[src/rtl/conv3x3_engine_if.sv]
// rtl/conv3x3_engine_if.sv - filter load, column stream and result bus of the 3x3 convolution engine
interface conv3x3_engine_if #(
  parameter int DATA_W = 8,
  parameter int COEF_W = 8,
  parameter int ACC_W  = 21
);
  logic              filter_valid;
  logic [COEF_W-1:0] filter_in;
  logic              start;
  logic              col_valid;
  logic [DATA_W-1:0] line1;
  logic [DATA_W-1:0] line2;
  logic [DATA_W-1:0] line3;
  logic              shift_en;
  logic [ACC_W-1:0]  result;
  logic              wb_en;
  logic              row_done;
  logic              busy;
  logic              coef_ready;

  modport master (
    output filter_valid, filter_in, start, col_valid, line1, line2, line3,
    input  shift_en, result, wb_en, row_done, busy, coef_ready
  );

  modport slave (
    input  filter_valid, filter_in, start, col_valid, line1, line2, line3,
    output shift_en, result, wb_en, row_done, busy, coef_ready
  );
endinterface

[src/rtl/conv3x3_engine.sv]
// rtl/conv3x3_engine.sv - sliding 3x3 window over a column stream, convolved through a 3-stage MAC
module conv3x3_engine #(
  parameter int DATA_W = 8,
  parameter int COEF_W = 8,
  parameter int IMG_W  = 32,
  parameter int ACC_W  = 21
) (
  input  logic             clk,
  input  logic             rst,
  conv3x3_engine_if.slave  bus
);
  localparam int PW = DATA_W + COEF_W + 1;
  localparam int SW = PW + 2;
  localparam int CW = $clog2(IMG_W + 1);

  typedef enum logic [1:0] {IDLE, FILL, RUN, DRAIN} state_t;

  state_t                    state_q, state_d;
  logic [CW-1:0]             col_cnt_q, col_cnt_d;
  logic signed [COEF_W-1:0]  k_q [9];
  logic [3:0]                idx_q;
  logic                      coef_ready_q;
  logic [DATA_W-1:0]         w_q [3][3];
  logic [DATA_W-1:0]         nw [3][3];
  logic signed [PW-1:0]      p_q [3][3];
  logic signed [SW-1:0]      rs_q [3];
  logic signed [ACC_W-1:0]   result_q;
  logic                      v1_q, v2_q, v3_q;
  logic                      xfer, issue, load, row_done_c;

  assign bus.shift_en   = (state_q == FILL) || (state_q == RUN);
  assign xfer           = bus.shift_en && bus.col_valid;
  assign issue          = xfer && ((state_q == RUN) || (col_cnt_q == CW'(2)));
  assign load           = (state_q == IDLE) && bus.filter_valid;
  assign bus.result     = result_q;
  assign bus.wb_en      = v3_q;
  assign bus.row_done   = row_done_c;
  assign bus.busy       = (state_q != IDLE);
  assign bus.coef_ready = coef_ready_q;

  always_ff @(posedge clk or posedge rst) begin
    if (rst) begin
      state_q   <= IDLE;
      col_cnt_q <= '0;
    end else begin
      state_q   <= state_d;
      col_cnt_q <= col_cnt_d;
    end
  end

  always_comb begin
    state_d    = state_q;
    col_cnt_d  = col_cnt_q;
    row_done_c = 1'b0;
    case (state_q)
      IDLE: begin
        if (bus.start && coef_ready_q) begin
          state_d   = FILL;
          col_cnt_d = '0;
        end
      end
      FILL: begin
        if (xfer) begin
          col_cnt_d = col_cnt_q + CW'(1);
          if (col_cnt_q == CW'(2)) state_d = RUN;
        end
      end
      RUN: begin
        if (xfer) begin
          col_cnt_d = col_cnt_q + CW'(1);
          if (col_cnt_q == CW'(IMG_W - 1)) state_d = DRAIN;
        end
      end
      DRAIN: begin
        if (!v1_q && !v2_q && !v3_q) begin
          row_done_c = 1'b1;
          state_d    = IDLE;
        end
      end
      default: state_d = IDLE;
    endcase
  end

  always_ff @(posedge clk or posedge rst) begin
    if (rst) begin
      for (int i = 0; i < 9; i++) k_q[i] <= '0;
      idx_q        <= '0;
      coef_ready_q <= 1'b0;
    end else if (load) begin
      k_q[idx_q] <= bus.filter_in;
      idx_q      <= (idx_q == 4'd8) ? 4'd0 : idx_q + 4'd1;
      if (idx_q == 4'd8) coef_ready_q <= 1'b1;
    end
  end

  always_ff @(posedge clk or posedge rst) begin
    if (rst) begin
      for (int c = 0; c < 3; c++)
        for (int r = 0; r < 3; r++) w_q[c][r] <= '0;
    end else if (xfer) begin
      for (int c = 0; c < 3; c++)
        for (int r = 0; r < 3; r++) w_q[c][r] <= nw[c][r];
    end
  end

  // Window as it will look after this edge's shift; the issuing transfer feeds S1 directly.
  always_comb begin
    for (int r = 0; r < 3; r++) begin
      nw[0][r] = w_q[1][r];
      nw[1][r] = w_q[2][r];
    end
    nw[2][0] = bus.line1;
    nw[2][1] = bus.line2;
    nw[2][2] = bus.line3;
  end

  always_ff @(posedge clk or posedge rst) begin
    if (rst) begin
      for (int r = 0; r < 3; r++) begin
        for (int c = 0; c < 3; c++) p_q[r][c] <= '0;
        rs_q[r] <= '0;
      end
      result_q <= '0;
      v1_q     <= 1'b0;
      v2_q     <= 1'b0;
      v3_q     <= 1'b0;
    end else begin
      v1_q <= issue;
      v2_q <= v1_q;
      v3_q <= v2_q;
      if (issue) begin
        for (int r = 0; r < 3; r++)
          for (int c = 0; c < 3; c++)
            p_q[r][c] <= PW'($signed({1'b0, nw[c][r]})) * PW'(k_q[3*r+c]);
      end
      if (v1_q) begin
        for (int r = 0; r < 3; r++)
          rs_q[r] <= SW'(p_q[r][0]) + SW'(p_q[r][1]) + SW'(p_q[r][2]);
      end
      if (v2_q) result_q <= ACC_W'(rs_q[0]) + ACC_W'(rs_q[1]) + ACC_W'(rs_q[2]);
    end
  end
endmodule

[src/flat_wrapper.sv]
// flat-port wrapper written by rule: the top's interface ports become plain ports
module conv3x3_engine_flat 
#(
  parameter int DATA_W = 8,
  parameter int COEF_W = 8,
  parameter int IMG_W  = 32,
  parameter int ACC_W  = 21
)
  (clk, rst, bus_filter_valid, bus_filter_in, bus_start, bus_col_valid, bus_line1, bus_line2, bus_line3, bus_shift_en, bus_result, bus_wb_en, bus_row_done, bus_busy, bus_coef_ready);
  conv3x3_engine_if #(.DATA_W(DATA_W), .COEF_W(COEF_W), .ACC_W(ACC_W)) bus_i ();
  input  logic clk;
  input  logic rst;
  input wire logic [$bits(bus_i.filter_valid)-1:0] bus_filter_valid;
  input wire logic [$bits(bus_i.filter_in)-1:0] bus_filter_in;
  input wire logic [$bits(bus_i.start)-1:0] bus_start;
  input wire logic [$bits(bus_i.col_valid)-1:0] bus_col_valid;
  input wire logic [$bits(bus_i.line1)-1:0] bus_line1;
  input wire logic [$bits(bus_i.line2)-1:0] bus_line2;
  input wire logic [$bits(bus_i.line3)-1:0] bus_line3;
  output wire logic [$bits(bus_i.shift_en)-1:0] bus_shift_en;
  output wire logic [$bits(bus_i.result)-1:0] bus_result;
  output wire logic [$bits(bus_i.wb_en)-1:0] bus_wb_en;
  output wire logic [$bits(bus_i.row_done)-1:0] bus_row_done;
  output wire logic [$bits(bus_i.busy)-1:0] bus_busy;
  output wire logic [$bits(bus_i.coef_ready)-1:0] bus_coef_ready;
  assign bus_i.filter_valid = bus_filter_valid;
  assign bus_i.filter_in = bus_filter_in;
  assign bus_i.start = bus_start;
  assign bus_i.col_valid = bus_col_valid;
  assign bus_i.line1 = bus_line1;
  assign bus_i.line2 = bus_line2;
  assign bus_i.line3 = bus_line3;
  assign bus_shift_en = bus_i.shift_en;
  assign bus_result = bus_i.result;
  assign bus_wb_en = bus_i.wb_en;
  assign bus_row_done = bus_i.row_done;
  assign bus_busy = bus_i.busy;
  assign bus_coef_ready = bus_i.coef_ready;
  conv3x3_engine #(.DATA_W(DATA_W), .COEF_W(COEF_W), .IMG_W(IMG_W), .ACC_W(ACC_W)) u_core (.clk(clk), .rst(rst), .bus(bus_i));
endmodule
[config.mk]
export PLATFORM = sky130hd
export DESIGN_NAME = conv3x3_engine_flat
export DESIGN_NICKNAME = d
export VERILOG_FILES = /design/src/rtl/conv3x3_engine_if.sv /design/src/rtl/conv3x3_engine.sv /design/src/flat_wrapper.sv
export SDC_FILE = /design/constraint.sdc
export NUM_CORES = 2
export LEC_CHECK = 0
export ABC_AREA = 1
export CORE_MARGIN = 5
export CORE_UTILIZATION = 45
export DETAILED_ROUTE_END_ITERATION = 10
export SYNTH_ARGS = -nofsm -noshare
export SYNTH_HDL_FRONTEND = slang
export SYNTH_SLANG_ARGS = --single-unit
[constraint.sdc]
create_clock -name clk -period 19.15 [get_ports clk]
set_input_delay 4.7875 -clock clk [delete_from_list [all_inputs] [get_ports clk]]
set_output_delay 4.7875 -clock clk [all_outputs]
set_load 0.02 [all_outputs]
==> results.py <==
metrics = {
    "run_status": {
        "status": "finished, final reports clean",
    },
    "sta": {
        "setup_slack_ns": 10.44,
        "period_share_pct": 45.5,
        "fin_tns_setup_ns": 0,
        "rsz0062_at_grt": "no",
        "worstMarginPinSlew_ns": 1.05,
        "slew_viol_final": 0,
        "hold_viol": 0,
        "setup_viol": 0,
        "skew_ns": 0.0231,
        "fin_crit_ns": 8.71,
        "max_freq_ghz": 0.115,
        "maxSlewHeadroom_pct": 29.8,
    },
    "clocking": {
        "cts_buffer_depth": 3,
        "cts_sinks": 367,
        "htree_levels": 2,
        "cts_hold_buf": 0,
        "root_buffer": "clkbuf_16",
        "cts_buffers": 48,
        "clkTransAtPathRegs_ns": 0.06,
        "post_cts_resized": 0,
        "clk_latency_ns": 0.61,
        "cts_tree": "done",
        "post-cts-setup-buffers": 0,
    },
    "run": {
        "cap_violations": 0,
    },
    "setup_path": {
        "regToRegSetupSlack_ns": 14.53,
        "worstPathRequired_ns": 19.62,
        "start_kind": "primary input",
        "cp_max_fo": 9,
        "critPathKind": "primary input to register",
        "r2r_end": "u_core.p_q[152]",
        "reg2reg_from": "u_core.k_q[71]",
        "critPathSlowestCell": "clkdlybuf4s50_1",
        "cp_cell_sequence": "clkdlybuf4s50_1, nand2_1, fa_1, fa_1, inv_1, fa_1, inv_1, fa_1, inv_1, ha_1, nand2_1, o21ai_0, inv_1, o21ai_0, nand2_1, nand2_1, o21ai_0",
        "cpPeakStageDelay_ns": 0.69,
        "setup.worst_path.end_class": "register",
        "arrival_ns": 9.19,
        "reg2regPathDepth": 17,
    },
    "detailed_routing": {
        "routed_wl_um": 102000,
        "via_count": 31689,
        "ant_nets": 0,
        "dr.pass1.iters": 6,
        "vias_per_cell": 4.91,
        "wl_per_cell_um": 15.8,
        "drtIter0Drc": 1901,
        "drc": 0,
    },
    "min_path": {
        "hold_path_depth": 2,
        "hold_class": "register to register",
        "hp-start": "u_core.bus.result[15]",
        "hold_end": "u_core.bus.result[15]",
    },
    "global_routing": {
        "antenna_found_initial": 12,
        "grt_pass1_vias": 31706,
        "grt_overflow": 0,
        "grt_max_degree": 158,
        "grt_use_total_pct": 22.1,
        "grt_pass1_wl_um": 169000,
    },
    "layout": {
        "final_common_cell": "nand2_1",
        "post-route-util_pct": 48.8,
        "area_delta_synth_final_pct": 7.68,
        "multi_input_area_um2": 25700,
        "ff_latch_area_um2": 9180,
        "nets": 6157,
        "fillers": 8855,
        "final_cell_mix": "nand2_1, inv_1, ha_1",
        "layout-drive-gt1-share_pct": 2.20,
    },
    "place": {
        "dp_hpwl_um": 81200,
        "io_buffers": 62,
        "place.gp.congestion": 0.890,
        "pre_cts_slack_ns": 9.84,
    },
    "yosys": {
        "syn-cell-area_um2": 40100,
        "synth_nets": 6236,
        "yosysUniqueCellTypes": 31,
        "ys_ff_latch": 367,
        "netlist_instances": 5324,
        "seq_area_frac_synth_pct": 22.9,
        "synth_area_per_cell_um2": 7.53,
        "ys.warnings.count": 0,
    },
    "floorplan": {
        "die_w_um": 308,
        "core_area_um2": 88400,
        "start_util_pct": 45.4,
        "rows": 109,
        "ioPinCount": 63,
        "die_area_um2": 95100,
        "dieHeight_um": 308,
    },
}
through the flow:
| step | hold WS [ns] | cell area (um^2) | std cells |
|---|---|---|---|
| after floorplan | 0.352 | 40100 | 5324 |
| after global placement | 0.454 | 41400 | 6360 |
| after detailed placement | 0.466 | 41400 | 6360 |
| after CTS | 0.481 | 43100 | 6449 |
| after global routing | 0.495 | 43100 | 6449 |
| final | 0.475 | 43200 | 6458 |
registers in the layout (all words and copies together), names as in the netlist, 2 cells and up:
name,flops
u_core.rs_q,57
u_core.nw,48
u_core.k_q,72
u_core.col_cnt_q,6
u_core.p_q,153
u_core.idx_q,4
u_core.bus.result,21
u_core.state_q,2
how the worst max path moves through the flow:
stage | slack (ns) | endpoint | from | cells past startpoint
floorplan | 4.17 | u_core.bus.coef_ready | rst | 1
global placement | 9.85 | u_core.p_q[61] | bus_line2[1] | 17
detailed placement | 9.84 | u_core.p_q[61] | bus_line2[1] | 17
CTS | 10.48 | u_core.p_q[61] | bus_line2[1] | 17
global route | 10.18 | u_core.p_q[61] | bus_line2[1] | 17
finish | 10.44 | u_core.p_q[61] | bus_line2[1] | 17
cells by family (layout without fill, tap and decap cells):
group	Yosys count	in the layout	share of synthesized area, %
DFF	367	367	22.9
and+or+nand+nor	2209	2209	22.0
buffers and inverters	1362	1322	13.0
xor gates and xnor gates	62	62	1.35
adders and majority gates	875	875	34.9
other	0	9	0
AOI/OAI and AO/OA	449	449	5.83
per-layer routing:
layer	share of wire [%]	vias to the layer above	track usage [%]
met5	0.013	-	0
met4	2.6	2	5.85
met3	5.5	127	3.90
met2	44	623	34.6
met1	48	15018	31.8
li1	-	15919	-
layout make-up:
class / count / area share (%)
Timing Repair Buffer: 74 / 1.68
Multi-Input combinational cell: 3595 / 59.5
Inverter: 1159 / 10.1
Antenna cell: 9 / 0.0522
Sequential cell: 367 / 21.3
Clock buffer: 61 / 3.16
Tap cell: 1165 / 3.38
Clock inverter: 28 / 0.809
worst max-delay path: cells and delay by family:
| family | cells | cell delay (ns) |
|---|---|---|
| AOI/OAI and AO/OA | 3 | 0.61 |
| buffers and inverters | 5 | 0.96 |
| and+or+nand+nor | 4 | 0.36 |
| adders and majority gates | 5 | 2.47 |
synthesized netlist by cell type:
| library cell | instances | area share, % |
|---|---|---|
| a21boi_0 | 2 | 0.037 |
| a21o_1 | 2 | 0.037 |
| a21oi_1 | 132 | 1.6 |
| a31oi_1 | 24 | 0.37 |
| and2_1 | 9 | 0.14 |
| buf_1 | 3 | 0.028 |
| buf_2 | 12 | 0.15 |
| buf_4 | 11 | 0.21 |
| buf_6 | 4 | 0.11 |
| clkbuf_1 | 173 | 1.6 |
| clkinv_1 | 3 | 0.028 |
| dfrtp_1 | 367 | 23 |
| fa_1 | 407 | 20 |
| ha_1 | 468 | 15 |
| inv_1 | 1152 | 11 |
| inv_2 | 4 | 0.037 |
| nand2_1 | 1656 | 16 |
| nand3_1 | 229 | 2.9 |
| nand3b_1 | 20 | 0.37 |
| nand4_1 | 30 | 0.47 |
| nor2_1 | 231 | 2.2 |
| nor3_1 | 22 | 0.27 |
| nor3_2 | 1 | 0.025 |
| nor4_1 | 1 | 0.016 |
| o21ai_0 | 258 | 3.2 |
| o21ai_1 | 14 | 0.17 |
| o21ai_4 | 1 | 0.041 |
| o21bai_1 | 16 | 0.30 |
| or2_2 | 10 | 0.16 |
| xnor2_1 | 41 | 0.90 |
| xor2_1 | 21 | 0.46 |
Power is not shown: default switching activity piles up to over one toggle a cycle in this logic, so the estimate is an artifact.
